==> src/rtl/keypad_scanner_if.sv <==
`default_nettype none
// ============================================================================
// Module      : keypad_scanner_if
// Description : Key-event bundle from the keypad scanner to the calculator
//               datapath.
//                 key_code  - hex code of the last accepted key
//                 key_valid - one-cycle strobe, key_code valid same cycle
//                 key_held  - high while a single key is debounced as held
//               master: the scanner (drives all three)
//               slave : the consumer (reads all three)
// Revision    : 1.0 - initial release
// ============================================================================
interface keypad_scanner_if;
  logic [3:0] key_code;
  logic       key_valid;
  logic       key_held;

  modport master (
    output key_code,
    output key_valid,
    output key_held
  );

  modport slave (
    input key_code,
    input key_valid,
    input key_held
  );
endinterface
`default_nettype wire

==> src/rtl/keypad_scanner.sv <==
`default_nettype none
// ============================================================================
// Module      : keypad_scanner
// Description : 4x4 matrix keypad front end. Drives one column low at a time,
//               samples the (synchronised) rows, classifies each full scan as
//               no key / one key / ghost, debounces over whole scans and emits
//               a one-cycle strobe with a hex key code for every new press.
// Ports       : clock_100Mhz - system clock, rising edge
//               reset_n      - asynchronous active-low reset (deassertion is
//                              synchronised internally)
//               row[3:0]     - keypad rows, active low, asynchronous
//               col[3:0]     - keypad columns, exactly one bit low
//               key_if       - keypad_scanner_if.master (key_code, key_valid,
//                              key_held)
// Parameters  : SCAN_DIV       - clock cycles per column
//               DEBOUNCE_SCANS - agreeing scans needed to accept (1..15)
// Macros      : KEYPAD_REPEAT_EN - when defined, auto-repeat strobes while a
//               key stays held (first after 500 scans, then every 100)
// Revision    : 1.0 - initial release
// ============================================================================
module keypad_scanner #(
  parameter int SCAN_DIV       = 25000,
  parameter int DEBOUNCE_SCANS = 4
) (
  input  wire               clock_100Mhz,
  input  wire               reset_n,
  input  wire        [3:0]  row,
  output logic       [3:0]  col,
  keypad_scanner_if.master  key_if
);

  localparam int               c_DIV_W    = (SCAN_DIV > 1) ? $clog2(SCAN_DIV) : 1;
  localparam logic [c_DIV_W-1:0] c_DIV_LAST = c_DIV_W'(SCAN_DIV - 1);
  localparam logic [3:0]       c_DEB      = 4'(DEBOUNCE_SCANS);
  // Scan result encoding: {is_key, code}. NONE is distinct from KEY(0).
  localparam logic [4:0]       c_NONE     = 5'b0_0000;

  typedef enum logic [0:0] {
    ST_IDLE = 1'b0,
    ST_HELD = 1'b1
  } state_t;

  // --------------------------------------------------------------------------
  // Reset: asserts asynchronously, releases on a clock edge so the first
  // column period is a full SCAN_DIV cycles.
  // --------------------------------------------------------------------------
  logic [1:0] r_rst_sync;
  logic       w_rst_n;

  always_ff @(posedge clock_100Mhz or negedge reset_n) begin
    if (!reset_n) begin
      r_rst_sync <= 2'b00;
    end else begin
      r_rst_sync <= {r_rst_sync[0], 1'b1};
    end
  end

  assign w_rst_n = r_rst_sync[1];

  // --------------------------------------------------------------------------
  // Row synchroniser (rows idle high, so reset to "nothing pressed")
  // --------------------------------------------------------------------------
  logic [3:0] r_row_meta;
  logic [3:0] r_row_sync;

  always_ff @(posedge clock_100Mhz or negedge w_rst_n) begin
    if (!w_rst_n) begin
      r_row_meta <= 4'hF;
      r_row_sync <= 4'hF;
    end else begin
      r_row_meta <= row;
      r_row_sync <= r_row_meta;
    end
  end

  // --------------------------------------------------------------------------
  // Column sequencer and scan snapshot
  // --------------------------------------------------------------------------
  logic [c_DIV_W-1:0] r_div_cnt;
  logic [1:0]         r_col_idx;
  logic [3:0]         r_col;
  // Columns 0..2 only: column 3 is classified straight from the row
  // synchroniser on the completing edge, so storing it would be dead state.
  logic [11:0]        r_snapshot;
  logic               w_col_tc;
  logic               w_scan_done;
  logic [15:0]        w_scan_bits;

  assign w_col_tc    = (r_div_cnt == c_DIV_LAST);
  assign w_scan_done = w_col_tc && (r_col_idx == 2'd3);
  assign w_scan_bits = {~r_row_sync, r_snapshot};

  always_ff @(posedge clock_100Mhz or negedge w_rst_n) begin
    if (!w_rst_n) begin
      r_div_cnt  <= '0;
      r_col_idx  <= 2'd0;
      r_col      <= 4'b1110;
      r_snapshot <= 12'h000;
    end else if (w_col_tc) begin
      r_div_cnt <= '0;
      r_col_idx <= r_col_idx + 2'd1;
      r_col     <= {r_col[2:0], r_col[3]};
      case (r_col_idx)
        2'd0:    r_snapshot[3:0]  <= ~r_row_sync;
        2'd1:    r_snapshot[7:4]  <= ~r_row_sync;
        2'd2:    r_snapshot[11:8] <= ~r_row_sync;
        default: ;
      endcase
    end else begin
      r_div_cnt <= r_div_cnt + 1'b1;
    end
  end

  assign col = r_col;

  // --------------------------------------------------------------------------
  // Scan classification: exactly one pressed bit is a key, anything else
  // (nothing, or a possible ghost pattern) is NONE.
  // --------------------------------------------------------------------------
  function automatic logic [3:0] f_key_code(input logic [3:0] idx);
    logic [3:0] code;
    code = 4'h0;
    case (idx)
      4'd0:  code = 4'h1;
      4'd1:  code = 4'h4;
      4'd2:  code = 4'h7;
      4'd3:  code = 4'h0;
      4'd4:  code = 4'h2;
      4'd5:  code = 4'h5;
      4'd6:  code = 4'h8;
      4'd7:  code = 4'hF;
      4'd8:  code = 4'h3;
      4'd9:  code = 4'h6;
      4'd10: code = 4'h9;
      4'd11: code = 4'hE;
      4'd12: code = 4'hA;
      4'd13: code = 4'hB;
      4'd14: code = 4'hC;
      4'd15: code = 4'hD;
    endcase
    return code;
  endfunction

  logic [4:0] w_hit_cnt;
  logic [3:0] w_hit_idx;
  logic [4:0] w_res;

  always_comb begin
    w_hit_cnt = 5'd0;
    w_hit_idx = 4'd0;
    for (int i = 0; i < 16; i++) begin
      if (w_scan_bits[i]) begin
        w_hit_cnt = w_hit_cnt + 5'd1;
        w_hit_idx = 4'(i);
      end
    end
  end

  assign w_res = (w_hit_cnt == 5'd1) ? {1'b1, f_key_code(w_hit_idx)} : c_NONE;

  // --------------------------------------------------------------------------
  // Debounce over whole scans
  // --------------------------------------------------------------------------
  logic [4:0] r_prev_res;
  logic [3:0] r_agree_cnt;
  logic [4:0] r_stable;
  logic [3:0] w_agree_next;

  always_comb begin
    w_agree_next = 4'd1;
    if (w_res == r_prev_res) begin
      w_agree_next = (r_agree_cnt >= c_DEB) ? c_DEB : r_agree_cnt + 4'd1;
    end
  end

  always_ff @(posedge clock_100Mhz or negedge w_rst_n) begin
    if (!w_rst_n) begin
      r_prev_res  <= c_NONE;
      r_agree_cnt <= 4'd0;
      r_stable    <= c_NONE;
    end else if (w_scan_done) begin
      r_prev_res  <= w_res;
      r_agree_cnt <= w_agree_next;
      if ((w_agree_next == c_DEB) && (w_res != r_stable)) begin
        r_stable <= w_res;
      end
    end
  end

  // --------------------------------------------------------------------------
  // Debounced key state machine. It reacts to r_stable one cycle after the
  // completing scan, which places the strobe and key_held edges there.
  // --------------------------------------------------------------------------
  state_t     r_state;
  logic [3:0] r_key_code;
  logic       r_key_valid;

`ifdef KEYPAD_REPEAT_EN
  localparam logic [8:0] c_REP_FIRST = 9'd500;
  localparam logic [8:0] c_REP_NEXT  = 9'd100;
  logic [8:0] r_rep_cnt;
  logic       r_rep_first;
  logic [8:0] w_rep_limit;

  assign w_rep_limit = r_rep_first ? c_REP_FIRST : c_REP_NEXT;
`endif

  always_ff @(posedge clock_100Mhz or negedge w_rst_n) begin
    if (!w_rst_n) begin
      r_state     <= ST_IDLE;
      r_key_code  <= 4'h0;
      r_key_valid <= 1'b0;
`ifdef KEYPAD_REPEAT_EN
      r_rep_cnt   <= 9'd0;
      r_rep_first <= 1'b0;
`endif
    end else begin
      r_key_valid <= 1'b0;
      case (r_state)
        ST_IDLE: begin
          if (r_stable[4]) begin
            r_state     <= ST_HELD;
            r_key_code  <= r_stable[3:0];
            r_key_valid <= 1'b1;
`ifdef KEYPAD_REPEAT_EN
            r_rep_cnt   <= 9'd0;
            r_rep_first <= 1'b1;
`endif
          end
        end
        ST_HELD: begin
          if (!r_stable[4]) begin
            // Release: no strobe, last code is kept for the display.
            r_state <= ST_IDLE;
`ifdef KEYPAD_REPEAT_EN
            r_rep_cnt <= 9'd0;
`endif
          end else if (r_stable[3:0] != r_key_code) begin
            // Roll-over straight to another key.
            r_key_code  <= r_stable[3:0];
            r_key_valid <= 1'b1;
`ifdef KEYPAD_REPEAT_EN
            r_rep_cnt   <= 9'd0;
            r_rep_first <= 1'b1;
`endif
          end
`ifdef KEYPAD_REPEAT_EN
          // Count only scans that still show the held key, so the scan that
          // is about to release it cannot fire a late repeat.
          else if (w_scan_done && (w_res == r_stable)) begin
            if (r_rep_cnt + 9'd1 == w_rep_limit) begin
              r_key_valid <= 1'b1;
              r_rep_cnt   <= 9'd0;
              r_rep_first <= 1'b0;
            end else begin
              r_rep_cnt <= r_rep_cnt + 9'd1;
            end
          end
`endif
        end
        default: r_state <= ST_IDLE;
      endcase
    end
  end

  assign key_if.key_code  = r_key_code;
  assign key_if.key_valid = r_key_valid;
  assign key_if.key_held  = (r_state == ST_HELD);

endmodule
`default_nettype wire

==> src/flat_wrapper.sv <==
// flat-port wrapper written by rule: the top's interface ports become plain ports
module keypad_scanner_flat 
#(
  parameter int SCAN_DIV       = 25000,
  parameter int DEBOUNCE_SCANS = 4
)
  (clock_100Mhz, reset_n, row, col, key_if_key_code, key_if_key_valid, key_if_key_held);
  keypad_scanner_if key_if_i ();
  input  wire clock_100Mhz;
  input  wire reset_n;
  input  wire        [3:0] row;
  output logic       [3:0] col;
  output wire logic [$bits(key_if_i.key_code)-1:0] key_if_key_code;
  output wire logic [$bits(key_if_i.key_valid)-1:0] key_if_key_valid;
  output wire logic [$bits(key_if_i.key_held)-1:0] key_if_key_held;
  assign key_if_key_code = key_if_i.key_code;
  assign key_if_key_valid = key_if_i.key_valid;
  assign key_if_key_held = key_if_i.key_held;
  keypad_scanner #(.SCAN_DIV(SCAN_DIV), .DEBOUNCE_SCANS(DEBOUNCE_SCANS)) u_core (.clock_100Mhz(clock_100Mhz), .reset_n(reset_n), .row(row), .col(col), .key_if(key_if_i));
endmodule
==> config.mk <==
export PLATFORM = sky130hd
export DESIGN_NAME = keypad_scanner_flat
export DESIGN_NICKNAME = d
export VERILOG_FILES = /design/src/rtl/keypad_scanner_if.sv /design/src/rtl/keypad_scanner.sv /design/src/flat_wrapper.sv
export SDC_FILE = /design/constraint.sdc
export NUM_CORES = 1
export LEC_CHECK = 0
export ABC_AREA = 1
export CORE_AREA = 4 4 106 108
export DETAILED_ROUTE_END_ITERATION = 6
export DIE_AREA = 0 0 110 112
export PLACE_DENSITY = 0.63
export SLEW_MARGIN = 20
export SYNTH_ARGS = -nofsm -noshare
export SYNTH_HDL_FRONTEND = slang
export SYNTH_SLANG_ARGS = --single-unit
==> constraint.sdc <==
create_clock -name clock_100Mhz -period 3.7 [get_ports clock_100Mhz]
set_input_delay 0.555 -clock clock_100Mhz [delete_from_list [all_inputs] [get_ports clock_100Mhz]]
set_output_delay 0.555 -clock clock_100Mhz [all_outputs]
set_load 0.005 [all_outputs]
### After elaboration in Yosys (flattened, before gate mapping)

Memory sizes are Yosys's and may differ from the RTL's.
Cells that the tools add are included.

| operators by class | value |
|---|---|
| order comparisons | 1 |
| multiplexer cells | 43 |
| add/subtract/negate cells | 18 |
| reductions and logical operators | 8 |
| eq/ne operators | 12 |
| bitwise logic cells | 2 |

Operators by type and width:

| kind | count |
|---|---|
| 5-bit two-way mux | 16 |
| 5-bit by 1-bit adder with 5-bit output, second input constant | 14 |
| 4-bit two-way mux | 13 |
| 15-bit by 1-bit adder with 15-bit output, second input constant | 1 |
| 15-bit == test, second input constant | 1 |
| 15-bit two-way mux | 1 |
| 3-bit two-way mux | 4 |
| 4-bit case mux with 2 select lines | 1 |
| 2-bit AND reduction | 4 |
| 5-bit by 1-bit == test with 1-bit output, second input constant | 1 |
| 5-bit == test | 1 |
| 1-bit two-way mux | 5 |
| 5-bit != test | 1 |
| 4-bit by 1-bit adder with 4-bit output, second input constant | 1 |
| 2-bit == test, second input constant | 2 |
| 4-bit by 3-bit == test with 1-bit output, second input constant | 1 |
| 4-bit by 3-bit >= comparator with 1-bit output, second input constant | 1 |
| 2-bit two-way mux | 2 |
| 2-bit by 1-bit != test with 1-bit output, second input constant | 2 |
| 4-bit != test | 1 |
| 4-bit NOT | 1 |
| 3-bit AND reduction | 1 |
| 1-bit by 1-bit adder with 2-bit output, second input constant | 1 |
| 2-bit by 1-bit adder with 2-bit output, second input constant | 1 |
| 6 further kinds | 7 |

| storage, ports and cells | value |
|---|---|
| flip-flop bits (word level) | 63 |
| ROM bits | 64 |
| word-level logic and storage cells | 100 |
| memories | 1 |
| input port bits | 6 |

Memories:

| memory | depth | width | read ports | clocked after memory_dff | wr ports | RTL line | RTL |
|---|---|---|---|---|---|---|---|
| (no name shown) | 16 | 4 | 1 | 0 | 0 | keypad_scanner.sv:123 | `case (idx)` |

### Depth between registers and ports, before layout

| depth | value |
|---|---|
| depth after elaboration | 38 |
| mapped depth | 65 |

### Worst setup path before layout

OpenSTA, ideal clock, no wires.

| timing | value |
|---|---|
| kind | register -> register |
| start | register u_core.r_snapshot[0] |
| end | register u_core.r_stable[3] |
| setup time | 0.117 ns |
| stages on the path, launching flop included | 65 |
| path slack | -4.714 ns |
| arrival | 8.296 ns |
| cells stage by stage | dfrtp_1 -> inv_1 -> ha_1 -> inv_1 -> nand2_2 -> nand2_2 -> inv_1 -> ha_1 -> nand2_1 -> nand2_1 -> ha_1 -> or2_1 -> nand2_1 -> inv_1 -> ha_1 -> nand2_1 -> nand2_1 -> ha_1 -> [29 not listed] -> ha_1 -> nand2_1 -> inv_1 -> nand2_1 -> nand2_1 -> nor2_2 -> nand3_1 -> nor2_2 -> buf_4 -> nand3_2 -> nand2_2 -> nand3_2 -> nor2_4 -> nand2_2 -> nor2_8 -> nand3_4 -> nand2_1 -> nand2_1 |

| on the way | value |
|---|---|
| word-level cells in the longest chain between the ends | 38 |

Ends and longest elaborated chain:

| item | RTL line | RTL |
|---|---|---|
| from (decl) | keypad_scanner.sv:84 | `logic [11:0] r_snapshot;` |
| from (signal assigned) | keypad_scanner.sv:104 | `2'd0: r_snapshot[3:0] <= ~r_row_sync;` |
| 1-bit two-way mux (*) | keypad_scanner.sv:152 | `if (w_scan_bits[i]) begin` |
| 1-bit by 1-bit adder with 2-bit output | keypad_scanner.sv:153 | `w_hit_cnt = w_hit_cnt + 5'd1;` |
| 5-bit two-way mux (*) | keypad_scanner.sv:152 |  |
| 5-bit by 1-bit adder with 5-bit output | keypad_scanner.sv:153 |  |
| 5-bit two-way mux (*) | keypad_scanner.sv:152 |  |
| 5-bit by 1-bit adder with 5-bit output | keypad_scanner.sv:153 |  |
| 5-bit two-way mux (*) | keypad_scanner.sv:152 |  |
| 5-bit by 1-bit adder with 5-bit output | keypad_scanner.sv:153 |  |
| [22 not listed] | n/a |  |
| 5-bit two-way mux (*) | keypad_scanner.sv:152 |  |
| 5-bit by 1-bit == test with 1-bit output (*) | keypad_scanner.sv:159 | `assign w_res = (w_hit_cnt == 5'd1) ? {1'b1, f_key_code(w_hit_idx)} : c_NONE;` |
| 5-bit two-way mux (*) | keypad_scanner.sv:159 |  |
| 5-bit == test | keypad_scanner.sv:171 | `if (w_res == r_prev_res) begin` |
| 4-bit two-way mux | keypad_scanner.sv:171 |  |
| 4-bit by 3-bit == test with 1-bit output | keypad_scanner.sv:184 | `if ((w_agree_next == c_DEB) && (w_res != r_stable)) begin` |
| 1-bit logical AND | keypad_scanner.sv:184 |  |
| 2-bit AND reduction (no source line) | n/a |  |
| to (signal assigned) | keypad_scanner.sv:180 | `r_stable <= c_NONE;` |
| to (signal assigned) | keypad_scanner.sv:185 | `r_stable <= w_res;` |
| to (decl) | keypad_scanner.sv:166 | `logic [4:0] r_stable;` |

Every way passes the cells marked *; elsewhere a longest branch is shown, timed or not.
A chain may end at the register's enable or synchronous reset.

### Worst setup path in the final report

| timing | value |
|---|---|
| start | register u_core.r_snapshot[1] |
| end | register u_core.r_stable[1] |

| on the way | value |
|---|---|
| word-level cells in the longest chain between the ends | 36 |

Ends and longest elaborated chain:

| item | RTL line |
|---|---|
| 5-bit two-way mux | keypad_scanner.sv:152 |
| 5-bit by 1-bit adder with 5-bit output | keypad_scanner.sv:153 |
| 5-bit two-way mux | keypad_scanner.sv:152 |
| 5-bit by 1-bit adder with 5-bit output | keypad_scanner.sv:153 |
| 5-bit two-way mux | keypad_scanner.sv:152 |
| 5-bit by 1-bit adder with 5-bit output | keypad_scanner.sv:153 |
| 5-bit two-way mux | keypad_scanner.sv:152 |
| 5-bit by 1-bit adder with 5-bit output | keypad_scanner.sv:153 |
| [20 not listed] | n/a |
| 5-bit two-way mux | keypad_scanner.sv:152 |
| 5-bit by 1-bit == test with 1-bit output | keypad_scanner.sv:159 |
| 5-bit two-way mux (*) | keypad_scanner.sv:159 |
| 5-bit == test | keypad_scanner.sv:171 |
| 4-bit two-way mux | keypad_scanner.sv:171 |
| 4-bit by 3-bit == test with 1-bit output | keypad_scanner.sv:184 |
| 1-bit logical AND | keypad_scanner.sv:184 |
| 2-bit AND reduction (no source line) | n/a |

Marked as above.

==> summary.md <==
| Metric | Value |
|---|---|
| Status | complete, but fails checks |
| Failing checks | setup timing |
| First-pass GRT wire length | 22.56 mm |
| 1st-pass router iterations | 5 |
| Post-synth cell types | 47 |
| Asr flop ratio synth | 100.0% |
| CP max stage delay | 0.41 ns |
| Hpwl dp | 8.518 mm |
| Vias | 5159 |
| Compound-gate portion of the synthesized area | 6.648% |
| # hold bufs at CTS | 0 |
| Worst-Skew Late Latency | 0.34 ns |
| Setup slack after layout | -4.505 ns |
| Antenna cell count | 0 |
| Clock skew | 0.005478 ns |
| Syn_nets | 740 |
| Drt first-iter violations | 190 |
| Period utilization | 221.7% |
| Final Setup Violations | 13 |
| Type of element capturing the critical path | register |
| Post-Layout Cell Count | 1031 |
| Number of synthesized flops with an enable pin | 0 |
| Seq/Total Area, Yosys | 31.53% |
| Commonest non-fill, non-tap cell in the layout | buf_4 |
| Peak supply drop | 0.0002737 V |
| Largest family of logic cells by synthesized area | simple AND/OR/NAND/NOR gates |
| Hold path start | u_core.r_row_meta[1] |
| Most frequent CP cell | nand2_4 |
| Critical Path Source | u_core.r_snapshot[1] |
| Dpl cell area | 6130 sq um |
| Synthesis Warnings | 0 |
| Clock sinks | 63 |
| Post-Route WL | 13.80 mm |
| Vias in the first global route | 5191 |
| Worst slew pin tran | 0.9187 ns |
| Clk pin slew, worst setup/hold paths | 0.07 ns |
| Critical Path AT | 8.44 ns |
| Critical path class | reg2reg |
| Flops & latches, synth | 63 |
| Register-to-register setup slack | -4.50 ns |
| Initial antenna violation count | 0 |
| Cell area after synthesis | 5044 sq um |
| Critical R2R Launch | u_core.r_snapshot[1] |
| Max FO, Critical Path | 7 |
| Remaining DRCs | 0 |
| P_leak | 4.037 nW |
| Final min period | 8.205 ns |
| Post-DR wirelength/cell | 13.38 microns |
| CP max-delay cell | dfrtp_1 |
| Simple-gate portion of the synthesized area | 42.94% |
| Avg Cell Area, Syn | 7.104 sq um |
| Place WS | -4.774 ns |
| Pin count of the biggest net entering global routing | 45 |
| Die H | 112 microns |
| Sequential cell area | 1592 sq um |
| Worst hold path class | reg2reg |
| Worst EP required | 3.93 ns |
| MaxCap Viol Count | 0 |
| DR vias/cell | 5.004 |
| Std-Cell Rows | 37 |
| Reg2reg path depth | 64 |
| Synth Area in XOR/XNOR | 1.389% |
| Total gr overflow | 0 |
| Synth Area in Adders | 5.954% |
| Fin. max-slew vios | 0 |
| Worst setup endpoint | u_core.r_stable[1] |
| Max Clk Rate | 121.9 MHz |
| RSZ-0062 raised after global routing | yes |
| Post-layout nets | 921 |
| Die W | 110 microns |
| Die ar. | 12320 sq um |
| R2R Path End | u_core.r_stable[1] |
| Multiplexer share of the synthesized area | 0% |
| RePlAce Congestion | 0.8647 |
| PortBufs | 15 |
| Layout area overhead | 48.28% |
| Fin area | 7478 sq um |
| H-Tree Level Count | 3 |
| Post-Syn Instances | 710 |
| Worst hold slack | 0.3570 ns |
| Final core occ | 73.10% |
| Total GRT Usage | 22.50% |
| # IOs | 16 |
| Most frequent cells in the layout | 151 x buf_4, 146 x nand2_1, 103 x inv_1 |
| Final Hold Violating Endpoints | 0 |
| Startpoint Class | register |
| TritonCTS Buffers | 9 |
| Core area | 10230 sq um |
| Main synth FF type | dfrtp_1 |
| Relative slew slack | 38.75% |
| # fillers | 779 |
| Pwr dens | 200.7 nW/um^2 |
| Clock buffer depth | 2 |
| Final ANT Viol Nets | 0 |
| Initial Util | 49.30% |
| Area of the multi-input gates | 3572 sq um |
| CTS tree | yes |
| Share of cells above drive strength 1 | 45.14% |
| Post-Place Cells | 946 |
| CTS root buf | clkbuf_8 |
==> report_power, final <==
group | switching (mW) | internal [mW] | total [mW]
Combinational | 0.113 | 0.0998 | 0.213
Sequential | 0.0152 | 0.698 | 0.714
Clock | 0.249 | 0.326 | 0.574
Total | 0.377 | 1.12 | 1.50
==> cells in the mapped netlist, types with 7 or more instances <==
cell type | instances | area [sq um]
nand2_1 | 185 | 694.4
inv_1 | 122 | 457.9
dfrtp_1 | 52 | 1301
nand2_2 | 51 | 319.1
nor2_1 | 50 | 187.7
nand3_1 | 44 | 220.2
o21ai_0 | 33 | 165.2
ha_1 | 24 | 300.3
nand3_2 | 20 | 200.2
nand4_1 | 16 | 100.1
a21oi_1 | 11 | 55.05
dfstp_2 | 11 | 289.0
inv_2 | 10 | 37.54
nand2_4 | 9 | 101.4
nor2_2 | 7 | 43.79
==> flip-flops by register name (all words and copies together) (netlist names), 2 cells and up <==
signal	count
u_core.r_stable	5
u_core.col	4
u_core.r_agree_cnt	4
u_core.r_row_sync	4
u_core.key_if.key_code	4
u_core.r_col_idx	2
u_core.r_prev_res	5
u_core.r_snapshot	12
u_core.r_rst_sync	2
u_core.r_row_meta	4
u_core.r_div_cnt	15
==> critical path, delay by kind of cell, from the launching register on <==
kind	cells	cell delay (ns)
AO/OA/AOI/OAI	1	0.17
buffers and inverters	10	0.69
flip-flops	1	0.41
AND/OR/NAND/NOR	40	3.81
adder cells (fa/ha/maj)	13	3.02
==> what timing repair did <==
action / CTS / global route
endpoints found under the setup margin: 13 / 13
pin swaps: 47 / 70
resized for setup: 58 / 88
buffers inserted: 68 / 13
hold endpoints to repair: 0 / 0
==> per-layer routing <==
metal / share of wire (%) / global-route usage, % / routed length, microns / vias up
li1: - / - / - / 2594
met1: 40 / 25.50 / 5499 / 2411
met2: 54 / 40.98 / 7448 / 103
met3: 2.4 / 4.058 / 336 / 51
met4: 3.7 / 8.562 / 513 / 0
met5: 0 / 0 / 0 / -
==> cells by family after synthesis <==
group | Yosys count
AO/OA/AOI/OAI | 59
flip-flops | 63
buffers and inverters | 143
AND/OR/NAND/NOR | 412
other | 1
XOR/XNOR | 8
adder cells (fa/ha/maj) | 24
==> worst min path at each step <==
stage,endpoint,cells after the start
2_1_floorplan,u_core.r_rst_sync[0],0
3_3_place_gp,u_core.r_rst_sync[1],0
3_5_place_dp,u_core.r_row_sync[1],0
4_1_cts,u_core.r_rst_sync[0],1
5_1_grt,u_core.r_rst_sync[1],1
6_report,u_core.r_row_sync[1],0
==> layout make-up <==
class,count,share of cell area (%)
Clock buffer,12,1.941
Clock inverter,3,0.5856
Multi-Input combinational cell,504,47.77
Sequential cell,63,21.28
Timing Repair Buffer,179,19.36
Tap cell,136,2.275
Inverter,134,6.793
==> through the flow <==
stage | TNS (ns) | total power, mW
2_1_floorplan | -53.53 | 0.8289
3_3_place_gp | -55.64 | 0.8895
3_5_place_dp | -59.02 | 0.8931
4_1_cts | -54.58 | 1.513
5_1_grt | -60.21 | 1.584
6_report | -55.28 | 1.501
No activity file was read; power rests on OpenSTA's default activity.
